### src/rtl/regfile_write_arbiter.sv
// regfile_write_arbiter
// Shares the single register-file write port between the processor
// writeback stage and NUM_REQ external writers. The processor always wins.
// Each writer has a one-entry holding buffer and a ready/ack handshake.
// Pending buffers are served round-robin, and long waits raise o_starve.
// i_reset is asynchronous and active-low.
module regfile_write_arbiter #(
  parameter int NUM_REQ      = 2,
  parameter int STARVE_LIMIT = 16
) (
  input  logic                    i_clk,
  input  logic                    i_reset,
  input  logic                    i_cpu_we,
  input  logic [4:0]              i_cpu_waddr,
  input  logic [31:0]             i_cpu_wdata,
  input  logic [NUM_REQ-1:0]      i_ext_req,
  input  logic [5*NUM_REQ-1:0]    i_ext_addr,
  input  logic [32*NUM_REQ-1:0]   i_ext_data,
  output logic [NUM_REQ-1:0]      o_ext_ready,
  output logic [NUM_REQ-1:0]      o_ext_ack,
  output logic [NUM_REQ-1:0]      o_ext_overflow,
  output logic                    o_rf_we,
  output logic [4:0]              o_rf_waddr,
  output logic [31:0]             o_rf_wdata,
  output logic [2:0]              o_rf_src,
  output logic                    o_starve
);

  // Index width for 2..4 writers; one extra bit holds last+k before wrapping.
  localparam int            IW   = (NUM_REQ > 2) ? 2 : 1;
  localparam int            CW   = IW + 1;
  localparam logic [CW-1:0] NR_C = CW'(NUM_REQ);
  localparam logic [7:0]    SL_C = 8'(STARVE_LIMIT);

  logic [NUM_REQ-1:0] r_pend;
  logic [NUM_REQ-1:0] r_ack;
  logic [NUM_REQ-1:0] r_ovf;
  logic [4:0]         r_addr_q [NUM_REQ];
  logic [31:0]        r_data_q [NUM_REQ];
  logic [7:0]         r_age    [NUM_REQ];
  logic [IW-1:0]      r_last;

  logic               w_found;
  logic [IW-1:0]      w_gnt_idx;
  logic [CW-1:0]      w_cand;
  logic               w_grant;
  logic [NUM_REQ-1:0] w_retire;
  logic               w_starve;

  assign w_grant        = !i_cpu_we && w_found;
  assign o_ext_ready    = ~r_pend;
  assign o_ext_ack      = r_ack;
  assign o_ext_overflow = r_ovf;
  assign o_starve       = w_starve;

  // Round-robin search: first pending writer upward from last+1, wrapping.
  always_comb begin
    w_found   = 1'b0;
    w_gnt_idx = '0;
    w_cand    = '0;
    for (int k = 1; k <= NUM_REQ; k++) begin
      w_cand = {1'b0, r_last} + CW'(k);
      if (w_cand >= NR_C) w_cand = w_cand - NR_C;
      if (!w_found && r_pend[w_cand[IW-1:0]]) begin
        w_found   = 1'b1;
        w_gnt_idx = w_cand[IW-1:0];
      end
    end
  end

  // One-hot retire vector for the writer granted this cycle.
  always_comb begin
    w_retire = '0;
    for (int i = 0; i < NUM_REQ; i++) begin
      w_retire[i] = w_grant && (w_gnt_idx == IW'(i));
    end
  end

  // The write-port mux. The CPU passes straight through. A granted entry
  // targeting r0 still retires, but it must not assert the write enable.
  always_comb begin
    o_rf_we    = 1'b0;
    o_rf_waddr = '0;
    o_rf_wdata = '0;
    o_rf_src   = '0;
    if (i_cpu_we) begin
      o_rf_we    = 1'b1;
      o_rf_waddr = i_cpu_waddr;
      o_rf_wdata = i_cpu_wdata;
    end else if (w_found) begin
      o_rf_we    = (r_addr_q[w_gnt_idx] != 5'd0);
      o_rf_waddr = r_addr_q[w_gnt_idx];
      o_rf_wdata = r_data_q[w_gnt_idx];
      o_rf_src   = {{(3-IW){1'b0}}, w_gnt_idx} + 3'd1;
    end
  end

  // Starvation flag: any pending entry that has waited too long.
  always_comb begin
    w_starve = 1'b0;
    for (int i = 0; i < NUM_REQ; i++) begin
      if (r_pend[i] && (r_age[i] >= SL_C)) w_starve = 1'b1;
    end
  end

  // Buffer state: accept, overflow, retire, ack pulse and ageing.
  // A request that arrives while the entry is still pending counts as an
  // overflow. This includes the edge where that entry retires.
  always_ff @(posedge i_clk or negedge i_reset) begin
    if (!i_reset) begin
      r_pend <= '0;
      r_ack  <= '0;
      r_ovf  <= '0;
      r_last <= IW'(NUM_REQ - 1);
      for (int i = 0; i < NUM_REQ; i++) begin
        r_addr_q[i] <= '0;
        r_data_q[i] <= '0;
        r_age[i]    <= '0;
      end
    end else begin
      r_ack <= w_retire;
      if (w_grant) r_last <= w_gnt_idx;
      for (int i = 0; i < NUM_REQ; i++) begin
        if (r_pend[i]) begin
          if (i_ext_req[i]) r_ovf[i] <= 1'b1;
          if (w_retire[i]) begin
            r_pend[i] <= 1'b0;
          end else if (r_age[i] != 8'hFF) begin
            r_age[i] <= r_age[i] + 8'd1;
          end
        end else if (i_ext_req[i]) begin
          r_pend[i]   <= 1'b1;
          r_addr_q[i] <= i_ext_addr[5*i +: 5];
          r_data_q[i] <= i_ext_data[32*i +: 32];
          r_age[i]    <= 8'd0;
        end
      end
    end
  end

endmodule

### config.mk
export PLATFORM = sky130hd
export DESIGN_NAME = regfile_write_arbiter
export DESIGN_NICKNAME = d
export VERILOG_FILES = /design/src/rtl/regfile_write_arbiter.sv
export SDC_FILE = /design/constraint.sdc
export NUM_CORES = 1
export LEC_CHECK = 0
export ABC_CLOCK_PERIOD_IN_PS = 4000
export BUFFER_PORTS_ARGS = -buffer_cell sky130_fd_sc_hd__clkbuf_2
export CAP_MARGIN = 20
export CORE_UTILIZATION = 36
export DETAILED_ROUTE_END_ITERATION = 8
export SYNTH_ARGS = -nofsm -noshare
export SYNTH_HDL_FRONTEND = slang
export SYNTH_SLANG_ARGS = --single-unit
### constraint.sdc
create_clock -name i_clk -period 4 [get_ports i_clk]
set_input_delay 0.4 -clock i_clk [delete_from_list [all_inputs] [get_ports i_clk]]
set_output_delay 0.4 -clock i_clk [all_outputs]
set_load 0.01 [all_outputs]
==> results.json, run 1 <==
{
  "place.port_buffers": 162,
  "gr-total-overflow": 0,
  "synth_top_family_by_area": "simple AND/OR/NAND/NOR gates",
  "ios": 164,
  "yosysTopAreaCell": "dfrtp_1",
  "muxShareOfSynthArea_pct": 8.072,
  "synthSimpleGateAreaFrac_pct": 25.80,
  "nets": 835,
  "coreArea_sq_mm": 0.01288,
  "yosys_warnings": 0,
  "drt_drc_violations_left": 0,
  "startpoint_type": "flip-flop",
  "cp.required_ns": 3.60,
  "p_leak_nw": 3.309,
  "synth_flop_cell": "dfrtp_1",
  "crit_path_cell_trace": "a21bo_2 -> buf_4 -> mux2i_1 -> o21ai_0 -> clkbuf_2",
  "antenna_found_initial": 0,
  "cp.arrival_ns": 2.70,
  "finalHoldViolCount": 0,
  "place_area_sq_mm": 0.005743,
  "powerDensity_mw_per_mm2": 692.7,
  "ir_drop_v": 0.0002888,
  "ys_ff_latch": 97,
  "cts_tree": "yes",
  "synth.area.top_cells": "dfrtp_1 (50%), nand2_1 (21%), mux2i_1 (8.1%), o21ai_0 (4.5%), clkbuf_1 (1.9%)",
  "relSlewSlack_pct": 32.50,
  "hold_class": "input pin to asynchronous set/reset pin",
  "final_layout_size_suffix_gt1_share_pct": 27.08,
  "hold_buffers": 0,
  "grt_pass1_vias": 4459,
  "fp.dieW_microns": 117.9,
  "crit_family": "compound AO/OA/AOI/OAI gates",
  "synth-xor-area-share_pct": 0,
  "max_stage_delay_ns": 0.70,
  "vias_per_cell": 4.881,
  "worst-r2r-cell-count": 4,
  "most-common-layout-cells": "nand2_1 (271), clkbuf_2 (161), dfrtp_1 (96)",
  "p_switching_mw": 1.623,
  "postSynthAreaPerCell_sq_um": 8.454,
  "clock_latency_ns": 0.33,
  "cts_made_buffers": 9,
  "cts_sinks": 97,
  "cts-htree-levels": 3,
  "timing.fmax_mhz": 322.3,
  "pwr-share-comb_pct": 39.1,
  "grt_pass1_wl_microns": 21650,
  "synth_edf_count": 0,
  "yosysTopAreaCellShare_pct": 49.68,
  "ctsResizeCount": 0,
  "row_count": 41,
  "rsz0062_at_grt": "false",
  "fin_crit_sh_pct": 77.57,
  "clock_path_buffers": 2,
  "dr.first_iter.drc_count": 163,
  "cts_setup_buffers": 0,
  "grt_use_total_pct": 19.52,
  "pwr-share-seq_pct": 40.8,
  "p_total_mw": 4.196,
  "ant_nets": 0,
  "async_flop_share_pct": 100.0,
  "p_sw_share_pct": 38.68,
  "syn_inst": 572,
  "crit_buf_inv": 2,
  "synth-compound-area-share_pct": 10.53,
  "area_growth_syn_to_layout_pct": 25.28,
  "fin_crit_ns": 3.103,
  "status": "finished, final reports clean",
  "pwr-share-clk_pct": 20.2,
  "wl_microns": 12810,
  "hpwlAfterDp_microns": 8998,
  "layout.cells.most_common": "nand2_1",
  "gp_congestion": 0.8023,
  "endpoint_kind": "primary output",
  "synth_adder_area_share_pct": 1.035,
  "wl_per_cell_microns": 14.36,
  "synth_nets": 692,
  "clkSlewWorstSetupHoldPaths_ns": 0.07,
  "maxCapViolations": 0,
  "ys_seq_area_share_pct": 50.22,
  "fin_setup_tns_ns": 0,
  "grt_max_degree": 72,
  "crit_type": "flip-flop to primary output",
  "num_antenna_cells": 0,
  "synth_cell_types": 42,
  "dieArea_sq_mm": 0.01390,
  "crit_fanout": 21,
  "fin_worst_skew_ns": 0.005371,
  "intPower_mw": 2.573,
  "final_cell_area_sq_mm": 0.006058,
  "die_h_microns": 117.9,
  "report.final.setup_viol": 0,
  "netlist_area_sq_mm": 0.004836,
  "vias": 4354,
  "slowest_stage": "dfrtp_1",
  "slew_viol_final": 0,
  "start_util_pct": 37.56,
  "crit_cells": 5,
  "first_pass_iters": 5,
  "clockRootBuffer": "clkbuf_16",
  "worstMarginPinSlew_ns": 1.010
}
[area by class of cell]
cell class              instances  area (sq um)
flip-flops and latches         97          2429
multi-input cells             429          2218
clock buffers                  13         250.2
fillers                      1318          6818
clock inverters                 3         40.04
inverters                      10         37.54
repair buffers                168         868.3
well taps                     172         215.2
[synth_stat cells, types with 2 or more instances]
cell type    n
o31ai_1      7
o41ai_1      3
o21ai_0     43
clkbuf_1    24
a21oi_1      6
mux2i_1     39
ha_1         4
nor2b_1      2
a41o_1       2
nor2_1       7
nand3_1      4
nand2_1    271
or4_1        7
buf_4        5
a31oi_1      3
nor4_2       2
dfrtp_1     96
o22ai_1      2
a21o_1       3
or2_2        3
buf_2        6
inv_1       10
o221ai_1     2
nor4_1       2
nand4_1      2
[worst register-to-register path: stages, from the launching register on]
cell	delay, ns
dfrtp_1	0.70
a21bo_2	0.65
o22ai_1	0.48
or4_1	0.61
a21oi_1	0.17
[routing by layer]
| layer | track usage, % | share of wire, % | up-vias |
|---|---|---|---|
| li1 | - | - | 2157 |
| met1 | 24.07 | 44 | 2079 |
| met2 | 33.38 | 50 | 106 |
| met3 | 5.233 | 4.2 | 12 |
| met4 | 5.449 | 1.7 | 0 |
| met5 | 0 | 0 | - |
[flip-flops by register name, summed over array words and instances, names as in the netlist]
register,cells
o_ext_ack,2
o_ext_overflow,2
r_addr_q,10
r_age,16
r_data_q,64
r_last,1
r_pend,2
[worst paths after layout]
check	from	to	slack (ns)
max	r_pend[0]	o_rf_wdata[27]	0.90
min	i_reset	r_data_q[62]	0.17
max reg2reg	r_pend[0]	r_age[4]	1.31
min reg2reg	o_ext_overflow[0]	o_ext_overflow[0]	0.45
max in group asynchronous	i_reset	r_addr_q[4]	2.91
min in group i_clk	i_ext_data[41]	r_data_q[9]	0.26
[cell families (layout without fill, tap and decap cells)]
logic type,after synthesis,count (layout)
other,1,1
AND/OR/NAND/NOR,307,307
multiplexers,39,39
AO/OA/AOI/OAI,78,78
adder cells (fa/ha/maj),4,4
flip-flops,97,97
buffers and inverters,46,194
[through the flow]
| stage | hold slack [ns] | utilization, % | worst slack (ns) | cells |
|---|---|---|---|---|
| detailed placement | 0.4462 | 44.60 | 1.216 | 874 |
| global placement | 0.4576 | 44.60 | 1.340 | 874 |
| CTS | 0.2002 | 46.86 | 0.8413 | 890 |
| global route | 0.2490 | 47.05 | 0.6925 | 892 |
| floorplan | 0.1044 | - | 2.065 | 572 |
| finish | 0.1677 | 47.05 | 0.8972 | 892 |
[power by group through the flow]
stage	logic, mW	clock network [mW]	registers (mW)
global placement	1.61	0	1.72
detailed placement	1.65	0	1.73
CTS	1.66	0.878	1.71
global route	1.87	0.918	1.77
finish	1.64	0.847	1.71
floorplan	1.23	0	1.60
Note: power is estimated with default switching activity, not from simulation.
==> inputs of run 2 (changes only) <==
--- a/config.mk
+++ b/config.mk
@@ -5,7 +5,7 @@
 export SDC_FILE = /design/constraint.sdc
 export NUM_CORES = 1
 export LEC_CHECK = 0
-export ABC_CLOCK_PERIOD_IN_PS = 4000
+export ABC_CLOCK_PERIOD_IN_PS = 2900
 export BUFFER_PORTS_ARGS = -buffer_cell sky130_fd_sc_hd__clkbuf_2
 export CAP_MARGIN = 20
 export CORE_UTILIZATION = 36
==> constraint.sdc (replaced) <==
create_clock -name i_clk -period 2.9 [get_ports i_clk]
set_input_delay 0.29 -clock i_clk [delete_from_list [all_inputs] [get_ports i_clk]]
set_output_delay 0.29 -clock i_clk [all_outputs]
set_load 0.01 [all_outputs]
==> run 2 against run 1 <==
Effect of this change:
- utilization is 0.38 points higher
- count of clock-buffer cells in the layout shrank 1
- critical path depth did not move
- global-route usage barely moved
==> results.json, run 2 (synthesized netlist as in run 1, its figures left out) <==
{
  "drt_drc_violations_left": 0,
  "layout.cells.most_common": "nand2_1",
  "largest_reg_flops": 64,
  "cp-startpoint": "r_pend[0]",
  "final-seq-area_sq_mm": 0.002429,
  "finalHoldViolCount": 0,
  "hpwlAfterDp_microns": 9018,
  "worstMarginPinSlew_ns": 0.6881,
  "gp_congestion": 0.8060,
  "first_pass_iters": 4,
  "cp.arrival_ns": 2.21,
  "final_layout_size_suffix_gt1_share_pct": 27.79,
  "wl_microns": 12960,
  "final_cell_area_sq_mm": 0.006107,
  "crit_fanout": 25,
  "grt_use_total_pct": 19.57,
  "multi_input_area_sq_mm": 0.002218,
  "fin_setup_tns_ns": 0,
  "r2r_start": "r_pend[0]",
  "dieArea_sq_mm": 0.01390,
  "largestRegisters": "r_data_q: 64 flops, r_age: 16 flops, r_addr_q: 10 flops",
  "coreArea_sq_mm": 0.01288,
  "grt_max_degree": 88,
  "ir_drop_v": 0.0004077,
  "crit_path_cell_trace": "a21bo_2 -> buf_4 -> mux2i_1 -> o21ai_0 -> clkbuf_2",
  "slew_viol_final": 0,
  "cts_made_buffers": 9,
  "n_fill_cell": 1261,
  "cts_sinks": 97,
  "crit_cells": 5,
  "gr-total-overflow": 0,
  "clock_latency_ns": 0.34,
  "ios": 164,
  "cp.required_ns": 2.61,
  "clkSlewWorstSetupHoldPaths_ns": 0.06,
  "cts-htree-levels": 3,
  "timing.fmax_mhz": 399.3,
  "min_path_cells": 3,
  "p_total_mw": 5.732,
  "nets": 843,
  "hold_buffers": 0,
  "place.port_buffers": 162,
  "crit_type": "flip-flop to primary output",
  "report.final.setup_viol": 0,
  "fp.dieW_microns": 117.9,
  "maxCapViolations": 0,
  "fin_crit_ns": 2.505,
  "vias": 4283,
  "clock_path_buffers": 2,
  "max_flop_register": "r_data_q",
  "start_util_pct": 37.56,
  "status": "finished, final reports clean",
  "clockRootBuffer": "clkbuf_16",
  "grt_pass1_vias": 4481,
  "most-common-layout-cells": "nand2_1 (271), clkbuf_2 (161), dfrtp_1 (96)",
  "ctsResizeCount": 0,
  "endpoint_kind": "primary output",
  "place_area_sq_mm": 0.005803,
  "worst-r2r-cell-count": 6,
  "hp-start": "i_ext_data[32]",
  "slowest_stage": "dfrtp_1",
  "cts_tree": "yes",
  "cts_setup_buffers": 0,
  "ant_nets": 0,
  "rsz0062_at_grt": "false",
  "row_count": 41,
  "vias_per_cell": 4.759,
  "fin_worst_skew_ns": 0.002855,
  "antenna_found_initial": 1,
  "area_growth_syn_to_layout_pct": 26.29,
  "startpoint_type": "flip-flop",
  "fin_crit_sh_pct": 86.37,
  "max_stage_delay_ns": 0.69,
  "crit_buf_inv": 2,
  "relSlewSlack_pct": 54.03,
  "die_h_microns": 117.9,
  "p_leak_nw": 3.336,
  "dr.first_iter.drc_count": 219,
  "hold_class": "input pin to flip-flop",
  "grt_pass1_wl_microns": 21690,
  "powerDensity_mw_per_mm2": 938.5,
  "wl_per_cell_microns": 14.39,
  "crit_family": "flip-flops"
}
## run 2: changes by cell type in the layout (fill, tap and decap cells not counted), sizes merged
cell	delta
buf	+7
dlygate4sd3	+1
clkinvlp	+1
diode	+1
clkbuf	-1
bufinv	-1
## run 2: layout make-up
class	count	area share [%]
clock inverter	3	0.2868
timing repair buffer	176	15.41
clock buffer	12	4.036
inverter	10	0.6146
sequential	97	39.77
tap	172	3.524
multi-input combinational	429	36.32
antenna	1	0.04098
## run 2: final timing paths
check                                  to  slack, ns
setup / recovery           o_rf_wdata[31]       0.40
hold / removal                r_data_q[0]       0.14
setup reg to reg                 r_age[4]       0.62
hold reg to reg              r_data_q[57]       0.48
max in group asynchronous    r_data_q[59]       1.69
min in group asynchronous     r_data_q[3]       0.44
## run 2: report_power, final
part	internal [mW]	switching [mW]	leakage, nW
registers	1.93	0.400	1.21
logic	0.960	1.36	2.00
clock network	0.598	0.489	0.128
## run 2: routing by layer
metal / track usage, % / share of wire (%) / wire (microns)
met4: 7.532 / 1.8 / 229
met1: 24.45 / 44 / 5677
met3: 3.828 / 4.3 / 556
met5: 0 / 0 / 0
met2: 33.20 / 50 / 6492
## run 2: worst reg2reg max path, stage by stage (launching register included)
cell and delay [ns]:
dfrtp_1 0.69, a21bo_2 0.24, buf_4 0.27, o22ai_1 0.13
buf_4 0.20, or4_1 0.52, a21oi_1 0.16
## run 2: metrics by stage
step	util (%)	std cells	hold WS (ns)	worst slack, ns
floorplan	-	572	-0.005591	1.075
global placement	45.07	882	0.4565	0.6724
detailed placement	45.07	882	0.4620	0.6256
CTS	47.12	897	0.1268	0.3358
global route	47.43	900	0.1354	0.2627
finish	47.43	900	0.1405	0.3954
